File: src/rtl/if_stage_fetch_if.sv
// Fetch-stage bus: control inputs, instruction-memory port and IF/ID outputs.
// Perf counter signals exist only when IF_PERF_COUNTERS_EN is defined.
interface if_stage_fetch_if;
  logic        freeze;
  logic        branch_taken;
  logic [31:0] branch_addr;
  logic        halt_req;
  logic [31:0] imem_addr;
  logic [31:0] imem_data;
  logic [31:0] if_pc;
  logic [31:0] if_instr;
  logic        if_valid;
  logic        halted;
`ifdef IF_PERF_COUNTERS_EN
  logic [31:0] fetch_count;
  logic [31:0] flush_count;

  modport master (
    input  freeze, branch_taken, branch_addr, halt_req, imem_data,
    output imem_addr, if_pc, if_instr, if_valid, halted, fetch_count, flush_count
  );
  modport slave (
    output freeze, branch_taken, branch_addr, halt_req, imem_data,
    input  imem_addr, if_pc, if_instr, if_valid, halted, fetch_count, flush_count
  );
`else
  modport master (
    input  freeze, branch_taken, branch_addr, halt_req, imem_data,
    output imem_addr, if_pc, if_instr, if_valid, halted
  );
  modport slave (
    output freeze, branch_taken, branch_addr, halt_req, imem_data,
    input  imem_addr, if_pc, if_instr, if_valid, halted
  );
`endif
endinterface

File: src/rtl/if_stage_fetch.sv
// Instruction-fetch stage: PC register, IF/ID register, BOOT/RUN/HALT control.
// Optional fetch/flush counters are enabled by defining IF_PERF_COUNTERS_EN.
module if_stage_fetch #(
  parameter logic [31:0] RESET_PC    = 32'h0000_0000,
  parameter int          IMEM_BYTES  = 1024,
  parameter int          BOOT_CYCLES = 2,
  parameter logic [31:0] NOP_INSTR   = 32'hE000_0000
) (
  input  logic             clk,
  input  logic             rst_n,
  if_stage_fetch_if.master bus
);

  // state   | meaning
  // ST_BOOT | PC held after reset for BOOT_CYCLES cycles, bubbles issued
  // ST_RUN  | normal fetch with branch/freeze/halt handling
  // ST_HALT | fetch stopped until reset
  typedef enum logic [1:0] {ST_BOOT, ST_RUN, ST_HALT} state_t;

  localparam logic [31:0] ADDR_MASK = 32'(IMEM_BYTES - 1);
  localparam logic [3:0]  BOOT_INIT = 4'(BOOT_CYCLES - 1);

  state_t      state_q, state_d;
  logic [3:0]  boot_cnt_q, boot_cnt_d;
  logic [31:0] pc_q, pc_d;
  logic [31:0] if_pc_q, if_pc_d;
  logic [31:0] if_instr_q, if_instr_d;
  logic        if_valid_q, if_valid_d;
  logic        halted_q, halted_d;
  logic [31:0] pc_next;
  logic [31:0] br_target;

  assign pc_next   = (pc_q + 32'd4) & ADDR_MASK;
  assign br_target = bus.branch_addr & ADDR_MASK & ~32'h3;

  always_comb begin
    state_d    = state_q;
    boot_cnt_d = boot_cnt_q;
    pc_d       = pc_q;
    if_pc_d    = if_pc_q;
    if_instr_d = if_instr_q;
    if_valid_d = if_valid_q;
    halted_d   = halted_q;
    case (state_q)
      ST_BOOT: begin
        if_instr_d = NOP_INSTR;
        if_valid_d = 1'b0;
        if (boot_cnt_q == 4'd0) state_d = ST_RUN;
        else                    boot_cnt_d = boot_cnt_q - 4'd1;
      end
      ST_RUN: begin
        if (bus.branch_taken) begin
          // redirect always completes; a simultaneous halt lands after it
          pc_d       = br_target;
          if_instr_d = NOP_INSTR;
          if_valid_d = 1'b0;
          if (bus.halt_req) begin
            state_d  = ST_HALT;
            halted_d = 1'b1;
          end
        end else if (bus.freeze) begin
          pc_d = pc_q;
        end else if (bus.halt_req) begin
          if_instr_d = NOP_INSTR;
          if_valid_d = 1'b0;
          state_d    = ST_HALT;
          halted_d   = 1'b1;
        end else begin
          pc_d       = pc_next;
          if_pc_d    = pc_next;
          if_instr_d = bus.imem_data;
          if_valid_d = 1'b1;
        end
      end
      ST_HALT: begin
        if_instr_d = NOP_INSTR;
        if_valid_d = 1'b0;
        halted_d   = 1'b1;
      end
      default: state_d = ST_BOOT;
    endcase
  end

  always_ff @(posedge clk) begin
    if (!rst_n) begin
      state_q    <= ST_BOOT;
      boot_cnt_q <= BOOT_INIT;
      pc_q       <= RESET_PC;
      if_pc_q    <= 32'h0;
      if_instr_q <= NOP_INSTR;
      if_valid_q <= 1'b0;
      halted_q   <= 1'b0;
    end else begin
      state_q    <= state_d;
      boot_cnt_q <= boot_cnt_d;
      pc_q       <= pc_d;
      if_pc_q    <= if_pc_d;
      if_instr_q <= if_instr_d;
      if_valid_q <= if_valid_d;
      halted_q   <= halted_d;
    end
  end

  assign bus.imem_addr = pc_q;
  assign bus.if_pc     = if_pc_q;
  assign bus.if_instr  = if_instr_q;
  assign bus.if_valid  = if_valid_q;
  assign bus.halted    = halted_q;

`ifdef IF_PERF_COUNTERS_EN
  logic [31:0] fetch_cnt_q, fetch_cnt_d;
  logic [31:0] flush_cnt_q, flush_cnt_d;
  logic        fetch_inc, flush_inc;

  assign fetch_inc = (state_q == ST_RUN) && !bus.branch_taken && !bus.freeze && !bus.halt_req;
  assign flush_inc = (state_q == ST_RUN) && bus.branch_taken;

  // both counters stick at all-ones rather than wrapping
  always_comb begin
    fetch_cnt_d = fetch_cnt_q;
    flush_cnt_d = flush_cnt_q;
    if (fetch_inc && (fetch_cnt_q != 32'hFFFF_FFFF)) fetch_cnt_d = fetch_cnt_q + 32'd1;
    if (flush_inc && (flush_cnt_q != 32'hFFFF_FFFF)) flush_cnt_d = flush_cnt_q + 32'd1;
  end

  always_ff @(posedge clk) begin
    if (!rst_n) begin
      fetch_cnt_q <= 32'h0;
      flush_cnt_q <= 32'h0;
    end else begin
      fetch_cnt_q <= fetch_cnt_d;
      flush_cnt_q <= flush_cnt_d;
    end
  end

  assign bus.fetch_count = fetch_cnt_q;
  assign bus.flush_count = flush_cnt_q;
`endif

endmodule

File: src/flat_wrapper.sv
// flat-port wrapper written by rule: the top's interface ports become plain ports
module if_stage_fetch_flat 
#(
  parameter logic [31:0] RESET_PC    = 32'h0000_0000,
  parameter int          IMEM_BYTES  = 1024,
  parameter int          BOOT_CYCLES = 2,
  parameter logic [31:0] NOP_INSTR   = 32'hE000_0000
)
  (clk, rst_n, bus_freeze, bus_branch_taken, bus_branch_addr, bus_halt_req, bus_imem_data, bus_imem_addr, bus_if_pc, bus_if_instr, bus_if_valid, bus_halted);
  if_stage_fetch_if bus_i ();
  input  logic clk;
  input  logic rst_n;
  input wire logic [$bits(bus_i.freeze)-1:0] bus_freeze;
  input wire logic [$bits(bus_i.branch_taken)-1:0] bus_branch_taken;
  input wire logic [$bits(bus_i.branch_addr)-1:0] bus_branch_addr;
  input wire logic [$bits(bus_i.halt_req)-1:0] bus_halt_req;
  input wire logic [$bits(bus_i.imem_data)-1:0] bus_imem_data;
  output wire logic [$bits(bus_i.imem_addr)-1:0] bus_imem_addr;
  output wire logic [$bits(bus_i.if_pc)-1:0] bus_if_pc;
  output wire logic [$bits(bus_i.if_instr)-1:0] bus_if_instr;
  output wire logic [$bits(bus_i.if_valid)-1:0] bus_if_valid;
  output wire logic [$bits(bus_i.halted)-1:0] bus_halted;
  assign bus_i.freeze = bus_freeze;
  assign bus_i.branch_taken = bus_branch_taken;
  assign bus_i.branch_addr = bus_branch_addr;
  assign bus_i.halt_req = bus_halt_req;
  assign bus_i.imem_data = bus_imem_data;
  assign bus_imem_addr = bus_i.imem_addr;
  assign bus_if_pc = bus_i.if_pc;
  assign bus_if_instr = bus_i.if_instr;
  assign bus_if_valid = bus_i.if_valid;
  assign bus_halted = bus_i.halted;
  if_stage_fetch #(.RESET_PC(RESET_PC), .IMEM_BYTES(IMEM_BYTES), .BOOT_CYCLES(BOOT_CYCLES), .NOP_INSTR(NOP_INSTR)) u_core (.clk(clk), .rst_n(rst_n), .bus(bus_i));
endmodule
File: config.mk
export PLATFORM = sky130hd
export DESIGN_NAME = if_stage_fetch_flat
export DESIGN_NICKNAME = d
export VERILOG_FILES = /design/src/rtl/if_stage_fetch_if.sv /design/src/rtl/if_stage_fetch.sv /design/src/flat_wrapper.sv
export SDC_FILE = /design/constraint.sdc
export NUM_CORES = 1
export LEC_CHECK = 0
export ABC_AREA = 1
export BUFFER_PORTS_ARGS = -buffer_cell sky130_fd_sc_hd__buf_4
export CAP_MARGIN = 5
export CORE_MARGIN = 2
export CORE_UTILIZATION = 39
export DETAILED_ROUTE_END_ITERATION = 12
export PLACE_DENSITY = 0.74
export SYNTH_ARGS = -nofsm -noshare
export SYNTH_HDL_FRONTEND = slang
export SYNTH_SLANG_ARGS = --single-unit
File: constraint.sdc
create_clock -name clk -period 1.3 [get_ports clk]
set_input_delay 0.065 -clock clk [delete_from_list [all_inputs] [get_ports clk]]
set_output_delay 0.065 -clock clk [all_outputs]
set_load 0.02 [all_outputs]
==> impl_metrics.tcl, run 1 <==
set metrics [dict create \
    status "finished, final reports clean" \
    netSwitchingPower_w 0.00173 \
    worstPathCellList "inv_1 -> ha_4 -> nand3_2 -> nand2_2 -> inv_1 -> o21ai_1 -> a21oi_1" \
    ant_nets 0 \
    regToRegStartpoint "u_core.boot_cnt_q[1]$_SDFFE_PN0P_" \
    avgSynthCellArea_um2 7.55 \
    leakage_nw 1.67 \
    seq_area_frac_synth_pct 41.4 \
    fin_crit_ns 1.20 \
    htree_levels 2 \
    synth.most_common_cell "nand2_1" \
    io_pins 167 \
    max_stage_delay_ns 0.37 \
    path_clk_slew_ns 0.10 \
    holdWs_ns 0.0167 \
    grt_max_degree 32 \
    synth_cell_types 25 \
    maxSlewViolCount 0 \
    synth_area_leader_cell "dfxtp_1" \
    pre_cts_slack_ns 0.0170 \
    rrSetupSlack_ns 0.1 \
    cts_made_buffers 5 \
    sw_frac_of_total_pct 35.6 \
    diodes 0 \
    hp-start "bus_imem_data[22]" \
    root_buffer "clkbuf_8" \
    dieHeight_um 87.3 \
    crit_required_ns 1.55 \
    cts_tree "built" \
    cts.sinks 56 \
    fmax_ghz 0.833 \
    yosys.area.top_type_share_pct 41.4 \
    areaGrowthSynthToFinish_pct 36.9 \
    worst_clock_skew_ns 0.00983 \
    power.density_mw_per_mm2 1310 \
    dpl_cell_area_mm2 0.00335 \
    layout-drive-gt1-share_pct 29.0 \
    min_path_type "input pin to flip-flop" \
    n_fill_cell 608 \
    clk_latency_ns 0.31 \
    fin_crit_sh_pct 92.4 \
    hold-path-endpoint "u_core.bus.if_instr[22]$_SDFFE_PN0P_" \
    grt_pass1_wl_um 9660 \
    ys.flop_type "dfxtp_1" \
    rsz0062_at_grt "false" \
    core_mm2 0.00676 \
    antenna_found_initial 0 \
    max-vdd-ir-drop_mv 0.804 \
    arrival_ns 1.45 \
    final-setup-viol-count 0 \
    drt_iter0_markers 82 \
    netlist_top_cells_area "dfxtp_1 (41%), nand2_1 (15%), buf_4 (14%), a21oi_1 (7.9%), nor2_1 (2.9%)" \
    critPathKind "flip-flop to flip-flop" \
    synth-seq-cells 56 \
    holdPathStages 3 \
    nets 549 \
    crit_fanout 5 \
    endpoint_kind "flip-flop" \
    dr.pass1.iters 4 \
    final_area_mm2 0.00371 \
    multi_input_area_mm2 0.00125 \
    drcViolationCount 0 \
    synthArstFlopShare_pct 0 \
    place_hpwl_um 4380 \
    grt_pass1_vias 2236 \
    p_comb_share_pct 34.1 \
    netlist_area_mm2 0.00271 \
    wirelength_um 6270 \
    cp_slowest_cell "dfxtp_1" \
    routedWlPerCell_um 11.2 \
    syn_inst 359 \
    fin_ws_ns 0.0991 \
    port_buffers 94 \
    cp-start-kind "flip-flop" \
    total_power_w 0.00485 \
    dieArea_mm2 0.00763 \
    rows 30 \
    clk_path_buf_depth 2 \
    seqPwrFrac_pct 42.0 \
    fin_tns_setup_ns 0 \
    grt.total_usage_pct 15.9 \
    final_hold_viol_count 0 \
    maxCapViolCount 0 \
    synth_common_cells "nand2_1 (105), dfxtp_1 (56), buf_4 (51), a21oi_1 (43), nor2_1 (21)" \
    crit_path_frequent_cell "inv_1" \
    p_clk_share_pct 23.9 \
    post_cts_buffers 0 \
    initial_core_util_pct 40.1 \
    yosysWarnings 0 \
    vias 2507 \
    gp_congestion 0.800 \
    regArea_mm2 0.00112 \
    synth-edff-count 0 \
    r2r_end "u_core.boot_cnt_q[1]$_SDFFE_PN0P_" \
    p_int_w 0.00312 \
    fp.dieW_um 87.3 \
    routed_via_density 4.48 \
    worst-r2r-cell-count 7 \
    grt-ovfl-total 0 \
]
-- flip-flops by register name, indices dropped and copies added (netlist names) --
signal                count
u_core.bus.if_pc          8
u_core.bus.imem_addr      8
u_core.state_q            2
u_core.bus.halted         1
u_core.bus.if_instr      32
u_core.boot_cnt_q         4
u_core.bus.if_valid       1
-- metal layers --
layer	vias to the layer above	wire length, µm	track usage, %
met5	-	0	0
met4	0	114	5.03
met3	9	426	3.89
met2	109	3170	29.4
met1	1111	2570	17.8
li1	1278	-	-
-- how the worst max path moves through the flow --
| stage | from | to | slack [ns] | cells after the start |
|---|---|---|---|---|
| 2_1_floorplan | u_core.bus.imem_addr[2]$_SDFFE_PN0P_ | u_core.bus.imem_addr[8]$_SDFFE_PN0P_ | 0.01 | 5 |
| 3_3_place_gp | u_core.boot_cnt_q[0]$_SDFFE_PN1P_ | u_core.boot_cnt_q[1]$_SDFFE_PN0P_ | 0.05 | 7 |
| 3_5_place_dp | u_core.boot_cnt_q[0]$_SDFFE_PN1P_ | u_core.boot_cnt_q[1]$_SDFFE_PN0P_ | 0.02 | 7 |
| 4_1_cts | u_core.boot_cnt_q[0]$_SDFFE_PN1P_ | u_core.boot_cnt_q[1]$_SDFFE_PN0P_ | 0.004 | 7 |
| 5_1_grt | u_core.bus.imem_addr[4]$_SDFFE_PN0P_ | u_core.bus.imem_addr[7]$_SDFFE_PN0P_ | 0.004 | 4 |
| 6_report | u_core.boot_cnt_q[1]$_SDFFE_PN0P_ | u_core.boot_cnt_q[1]$_SDFFE_PN0P_ | 0.1 | 7 |
-- through the flow --
stage	util, %	cells
CTS	53.7	553
floorplan	-	406
global route	54.9	559
detailed placement	49.6	530
finish	54.9	559
global placement	49.6	530
-- critical path, delay by kind of cell (launching register included) --
family	cells	cell delay, ns
DFF	1	0.37
buffers and inverters	2	0.22
AOI/OAI and AO/OA	2	0.20
adders and majority gates	1	0.17
and+or+nand+nor	2	0.17
-- final cells by class --
cell class	instances	area share, %
multi-input cells	267	33.6
well taps	80	2.70
inverters	22	2.29
repair buffers	126	27.9
flip-flops and latches	56	30.3
clock inverters	3	1.25
clock buffers	5	1.86
-- kinds of logic after synthesis --
| family | Yosys count | synth area share [%] |
|---|---|---|
| AOI/OAI and AO/OA | 70 | 14.2 |
| xor gates and xnor gates | 4 | 1.29 |
| adders and majority gates | 2 | 0.924 |
| buffers and inverters | 83 | 20.0 |
| DFF | 56 | 41.4 |
| other | 1 | 0.138 |
| and+or+nand+nor | 143 | 22.0 |
-- what timing repair did --
item	in CTS	in global routing
gates resized for setup	3	9
endpoints found under the hold margin	15	6
pin swaps	0	1
hold buffers	15	6
setup endpoints to repair	4	40
-- power groups by stage --
stage / logic (W) / registers (W) / clock network [W]
global placement: 0.00147 / 0.00206 / 0
global route: 0.00183 / 0.00206 / 0.00128
finish: 0.00165 / 0.00204 / 0.00116
floorplan: 0.00100 / 0.00217 / 0
detailed placement: 0.00151 / 0.00206 / 0
CTS: 0.00160 / 0.00203 / 0.00122
-- cell usage in the layout, fill, tap and decap left out, drive strengths merged, types with 14 or more instances in the layout --
master,count
nand2,105
buf,105
dfxtp,56
a21oi,50
conb,48
nor2,23
inv,23
dlygate4sd3,21
o21ai,16
nand3,14
No activity file was read; power rests on OpenSTA's default activity.
==> inputs of run 2 (changes only) <==
--- a/config.mk
+++ b/config.mk
@@ -8,6 +8,7 @@
 export ABC_AREA = 1
 export BUFFER_PORTS_ARGS = -buffer_cell sky130_fd_sc_hd__buf_4
 export CAP_MARGIN = 5
+export CORE_ASPECT_RATIO = 0.8
 export CORE_MARGIN = 2
 export CORE_UTILIZATION = 39
 export DETAILED_ROUTE_END_ITERATION = 12
==> run 2 against run 1 <==
Final cell count is 1.8% lower; sequential share of layout area is 1.5 points higher; highest routed layer unchanged; non-clock buffer count is 17 lower; clock skew is 0.0052 ns lower; cell area is 5.0% lower; critical endpoint unchanged; largest power group unchanged; largest cell class unchanged; worst setup slack worse by 0.033 ns; wire length is 2.6% higher.
==> impl_metrics.tcl, run 2 (same netlist as run 1, synthesis figures left out) <==
set metrics [dict create \
    status "finished, final reports clean" \
    htree_levels 2 \
    final_hold_viol_count 0 \
    dieHeight_um 78.5 \
    dieArea_mm2 0.00763 \
    clk_latency_ns 0.30 \
    leakage_nw 1.58 \
    final_common_cell "nand2_1" \
    max-vdd-ir-drop_mv 0.466 \
    cts.sinks 56 \
    grt.total_usage_pct 16.2 \
    cp-start-kind "flip-flop" \
    crit_fanout 5 \
    routedWlPerCell_um 11.7 \
    fin_crit_sh_pct 94.9 \
    layout_common_cells "nand2_1 (104), buf_4 (103), dfxtp_1 (55)" \
    port_buffers 94 \
    routed_via_density 4.45 \
    worst-path-buf-inv 2 \
    areaGrowthSynthToFinish_pct 30.0 \
    maxCapViolCount 0 \
    grt-ovfl-total 0 \
    max_stage_delay_ns 0.34 \
    root_buffer "clkbuf_8" \
    antenna_found_initial 0 \
    diodes 0 \
    rows 27 \
    fp.dieW_um 97.2 \
    maxSlewViolCount 0 \
    core_mm2 0.00679 \
    cts_made_buffers 5 \
    arrival_ns 1.43 \
    ant_nets 0 \
    holdWs_ns 0.0163 \
    cp_slowest_cell "dfxtp_1" \
    grt_pass1_vias 2322 \
    multi_input_area_mm2 0.00124 \
    fin_crit_ns 1.23 \
    cts_tree "built" \
    n_fill_cell 651 \
    dr.pass1.iters 4 \
    drt_iter0_markers 107 \
    dpl_cell_area_mm2 0.00339 \
    regArea_mm2 0.00112 \
    drcViolationCount 0 \
    crit_path_frequent_cell "inv_2" \
    critPathKind "flip-flop to flip-flop" \
    place_hpwl_um 4840 \
    clk_path_buf_depth 2 \
    path_clk_slew_ns 0.10 \
    final-setup-viol-count 0 \
    gp_congestion 0.794 \
    rsz0062_at_grt "true" \
    initial_core_util_pct 39.9 \
    largest_reg_flops 32 \
    worstPathCellList "inv_2 -> ha_2 -> nand3_1 -> nand2_2 -> inv_2 -> o21ai_0 -> a21oi_1" \
    vias 2444 \
    crit_required_ns 1.49 \
    cp_top_family "flip-flops" \
    worst_clock_skew_ns 0.00465 \
    power.density_mw_per_mm2 1310 \
    final_area_mm2 0.00352 \
    post_cts_buffers 0 \
    layout-drive-gt1-share_pct 29.9 \
    min_path_type "input pin to flip-flop" \
    rrSetupSlack_ns 0.07 \
    grt_pass1_wl_um 10400 \
    io_pins 167 \
    wirelength_um 6440 \
    grt_max_degree 24 \
    fmax_ghz 0.810 \
    nets 532 \
    endpoint_kind "flip-flop" \
]
==> run 2: worst reg2reg max path: stages, from the launching register on <==
cell and delay, ns:
dfxtp_1 0.34, inv_2 0.08, ha_2 0.19, nand3_1 0.11, nand2_2 0.12, inv_2 0.07
o21ai_0 0.15, a21oi_1 0.06
==> run 2: routing by layer <==
layer	share of wire (%)	wire length (µm)	track usage, %	up-vias
li1	-	-	-	1247
met1	43	2780	19.3	1103
met2	49	3150	29.0	86
met3	6.9	445	4.72	8
met4	0.92	59	3.66	0
met5	0	0	0	-
==> run 2: what timing repair did <==
item / CTS / global route
setup endpoints to repair: 1 / 14
hold buffers: 2 / 0
gates resized for setup: 1 / 9
endpoints found under the hold margin: 2 / 0
==> run 2: path summary, 6_finish.rpt <==
path,from,end,cells after the start
max reg2reg,u_core.boot_cnt_q[0]$_SDFFE_PN1P_,u_core.boot_cnt_q[1]$_SDFFE_PN0P_,7
min,bus_imem_data[5],u_core.bus.if_instr[5]$_SDFFE_PN0P_,3
max,u_core.boot_cnt_q[0]$_SDFFE_PN1P_,u_core.boot_cnt_q[1]$_SDFFE_PN0P_,7
min reg2reg,u_core.bus.if_instr[19]$_SDFFE_PN0P_,u_core.bus.if_instr[19]$_SDFFE_PN0P_,2
==> run 2: report_power, final <==
group | switching [W] | internal (W) | total (W)
sequential | 0.000150 | 0.00189 | 0.00204
combinational | 0.000985 | 0.000626 | 0.00161
clock | 0.000544 | 0.000434 | 0.000979
total | 0.00168 | 0.00295 | 0.00463
==> run 2: cell type report <==
class / instances / area share, %
multi-input cells: 267 / 35.2
flip-flops and latches: 56 / 31.9
repair buffers: 109 / 24.8
well taps: 87 / 3.09
clock buffers: 7 / 2.45
inverters: 22 / 2.42
clock inverters: 1 / 0.213
==> run 2: through the flow <==
step | power (W) | worst slack [ns] | util (%) | setup TNS (ns) | instances
global placement | 0.00357 | 0.0784 | 49.9 | 0 | 539
CTS | 0.00463 | 0.00944 | 51.6 | 0 | 549
detailed placement | 0.00363 | -0.00129 | 49.9 | -0.00129 | 539
finish | 0.00463 | 0.0662 | 51.9 | 0 | 549
floorplan | 0.00318 | 0.0117 | - | 0 | 406
global route | 0.00492 | -0.0212 | 51.9 | -0.0212 | 549
==> inputs of run 3 (changes only) <==
--- a/config.mk
+++ b/config.mk
@@ -6,10 +6,10 @@
 export NUM_CORES = 1
 export LEC_CHECK = 0
 export ABC_AREA = 1
+export ABC_CLOCK_PERIOD_IN_PS = 1300
 export BUFFER_PORTS_ARGS = -buffer_cell sky130_fd_sc_hd__buf_4
 export CAP_MARGIN = 5
 export CORE_ASPECT_RATIO = 0.8
-export CORE_MARGIN = 2
 export CORE_UTILIZATION = 39
 export DETAILED_ROUTE_END_ITERATION = 12
 export PLACE_DENSITY = 0.74
==> run 3 against run 2 <==
Via count rose by 1.2%; power rose by 3.5%; sequential share of layout area fell by 0.61 points; non-clock buffer count rose by 7; first-iteration DRC count fell by 14%; sequential power barely moved; largest power group unchanged; critical endpoint is now u_core.bus.if_instr[14]$_SDFFE_PN0P_; highest routed layer unchanged.
==> impl_metrics.tcl, run 3 (same netlist as run 1, synthesis figures left out) <==
set metrics [dict create \
    drcViolationCount 0 \
    power.density_mw_per_mm2 1330 \
    r2r_end "u_core.bus.if_instr[14]$_SDFFE_PN0P_" \
    path_clk_slew_ns 0.11 \
    worst_clock_skew_ns 0.0109 \
    grt_max_degree 32 \
    core_mm2 0.00654 \
    diodes 0 \
    gp_congestion 0.814 \
    max-vdd-ir-drop_mv 0.505 \
    layout-drive-gt1-share_pct 29.9 \
    initial_core_util_pct 41.4 \
    rsz0062_at_grt "false" \
    largest_reg_flops 32 \
    critPathKind "flip-flop to flip-flop" \
    antenna_found_initial 0 \
    grt_pass1_wl_um 9700 \
    ant_nets 0 \
    final-setup-viol-count 0 \
    grt_pass1_vias 2108 \
    root_buffer "clkbuf_8" \
    post_cts_buffers 0 \
    grt-ovfl-total 0 \
    fmax_ghz 0.841 \
    clk_path_buf_depth 2 \
    endpoint_kind "flip-flop" \
    maxCapViolCount 0 \
    crit_fanout 22 \
    maxSlewViolCount 0 \
    vias 2474 \
    dieArea_mm2 0.00729 \
    min_path_type "input pin to flip-flop" \
    rows 26 \
    clk_latency_ns 0.31 \
    wirelength_um 6370 \
    routedWlPerCell_um 11.5 \
    place_hpwl_um 4590 \
    cts_tree "built" \
    crit_required_ns 1.54 \
    htree_levels 2 \
    areaGrowthSynthToFinish_pct 32.8 \
    layout_common_cells "buf_4 (104), nand2_1 (103), dfxtp_1 (53)" \
    dr.pass1.iters 4 \
    drt_iter0_markers 92 \
    cts.sinks 56 \
    fin_crit_sh_pct 91.5 \
    rrSetupSlack_ns 0.11 \
    worstSetupEndpoint "u_core.bus.if_instr[14]$_SDFFE_PN0P_" \
    io_pins 167 \
    fin_crit_ns 1.19 \
    arrival_ns 1.43 \
    grt.total_usage_pct 16.6 \
    nets 539 \
    cp-start-kind "flip-flop" \
    cp-startpoint "u_core.state_q[0]$_SDFFE_PN0P_" \
    final_common_cell "buf_4" \
    final_hold_viol_count 0 \
    status "finished, final reports clean" \
    regToRegStartpoint "u_core.state_q[0]$_SDFFE_PN0P_" \
    leakage_nw 1.62 \
    total_power_w 0.00479 \
    fp.dieW_um 95.2 \
    dieHeight_um 76.5 \
    n_fill_cell 613 \
    port_buffers 94 \
    fin_tns_setup_ns 0 \
    worst-r2r-cell-count 7 \
    routed_via_density 4.47 \
    cts_made_buffers 5 \
]
## run 3: cell types whose count changed in the layout (fill, tap and decap cells not counted), sizes merged
cell,before,now
bufinv,0,1
clkbuf,7,5
dlygate4sd3,2,9
inv,22,23
## run 3: worst min-delay path by stage
stage                            startpoint                                    to  slack, ns  cells past startpoint
after floorplan           bus_imem_data[29]  u_core.bus.if_instr[29]$_SDFFE_PN1P_       0.20                      2
after global placement    bus_imem_data[30]  u_core.bus.if_instr[30]$_SDFFE_PN1P_       0.29                      3
after detailed placement  bus_imem_data[29]  u_core.bus.if_instr[29]$_SDFFE_PN1P_       0.30                      3
after CTS                 bus_imem_data[10]  u_core.bus.if_instr[10]$_SDFFE_PN0P_     0.0003                      3
after global routing      bus_imem_data[24]  u_core.bus.if_instr[24]$_SDFFE_PN0P_      0.002                      3
final                     bus_imem_data[24]  u_core.bus.if_instr[24]$_SDFFE_PN0P_       0.01                      3
## run 3: worst max-delay path: stages (launching register included)
cell	delay [ns]
dfxtp_2	0.35
inv_2	0.06
nor2_8	0.13
nand3_4	0.12
inv_4	0.10
buf_12	0.15
nand2_1	0.06
a21oi_1	0.15
## run 3: power by group
group | internal (W) | total [W] | switching, W
clock network | 0.000581 | 0.00116 | 0.000576
registers | 0.00189 | 0.00203 | 0.000136
logic | 0.000619 | 0.00160 | 0.000986
total | 0.00309 | 0.00479 | 0.00170
## run 3: layout make-up
cell class	instances	area, µm²	area share, %
multi-input combinational	267	1240	34.4
clock buffer	5	68.8	1.91
tap	84	105	2.92
clock inverter	3	46.3	1.29
inverter	22	85.1	2.36
sequential	56	1120	31.3
timing repair buffer	116	931	25.9
## run 3: timing repair
action	in CTS	in global routing
hold endpoints to repair	6	3
endpoints found under the setup margin	1	28
gates resized for setup	1	10
hold buffers	6	3
## run 3: layer usage
metal,up-vias,GRT usage [%],wire length (µm)
met5,-,0,0
met4,0,3.48,30
met3,5,4.69,494
met2,97,27.9,3220
met1,1110,21.0,2620
li1,1262,-,-
## run 3: stage by stage
stage / std cells / cell area, µm² / utilization (%) / worst slack, ns / hold WS (ns)
finish: 553 / 3600 / 55.0 / 0.110 / 0.0107
global route: 553 / 3600 / 55.0 / 0.00156 / 0.00155
CTS: 550 / 3550 / 54.3 / 0.0135 / 0.000297
detailed placement: 536 / 3370 / 51.6 / 0.0260 / 0.298
global placement: 536 / 3370 / 51.6 / 0.0723 / 0.290
floorplan: 406 / 2890 / - / 0.0117 / 0.202
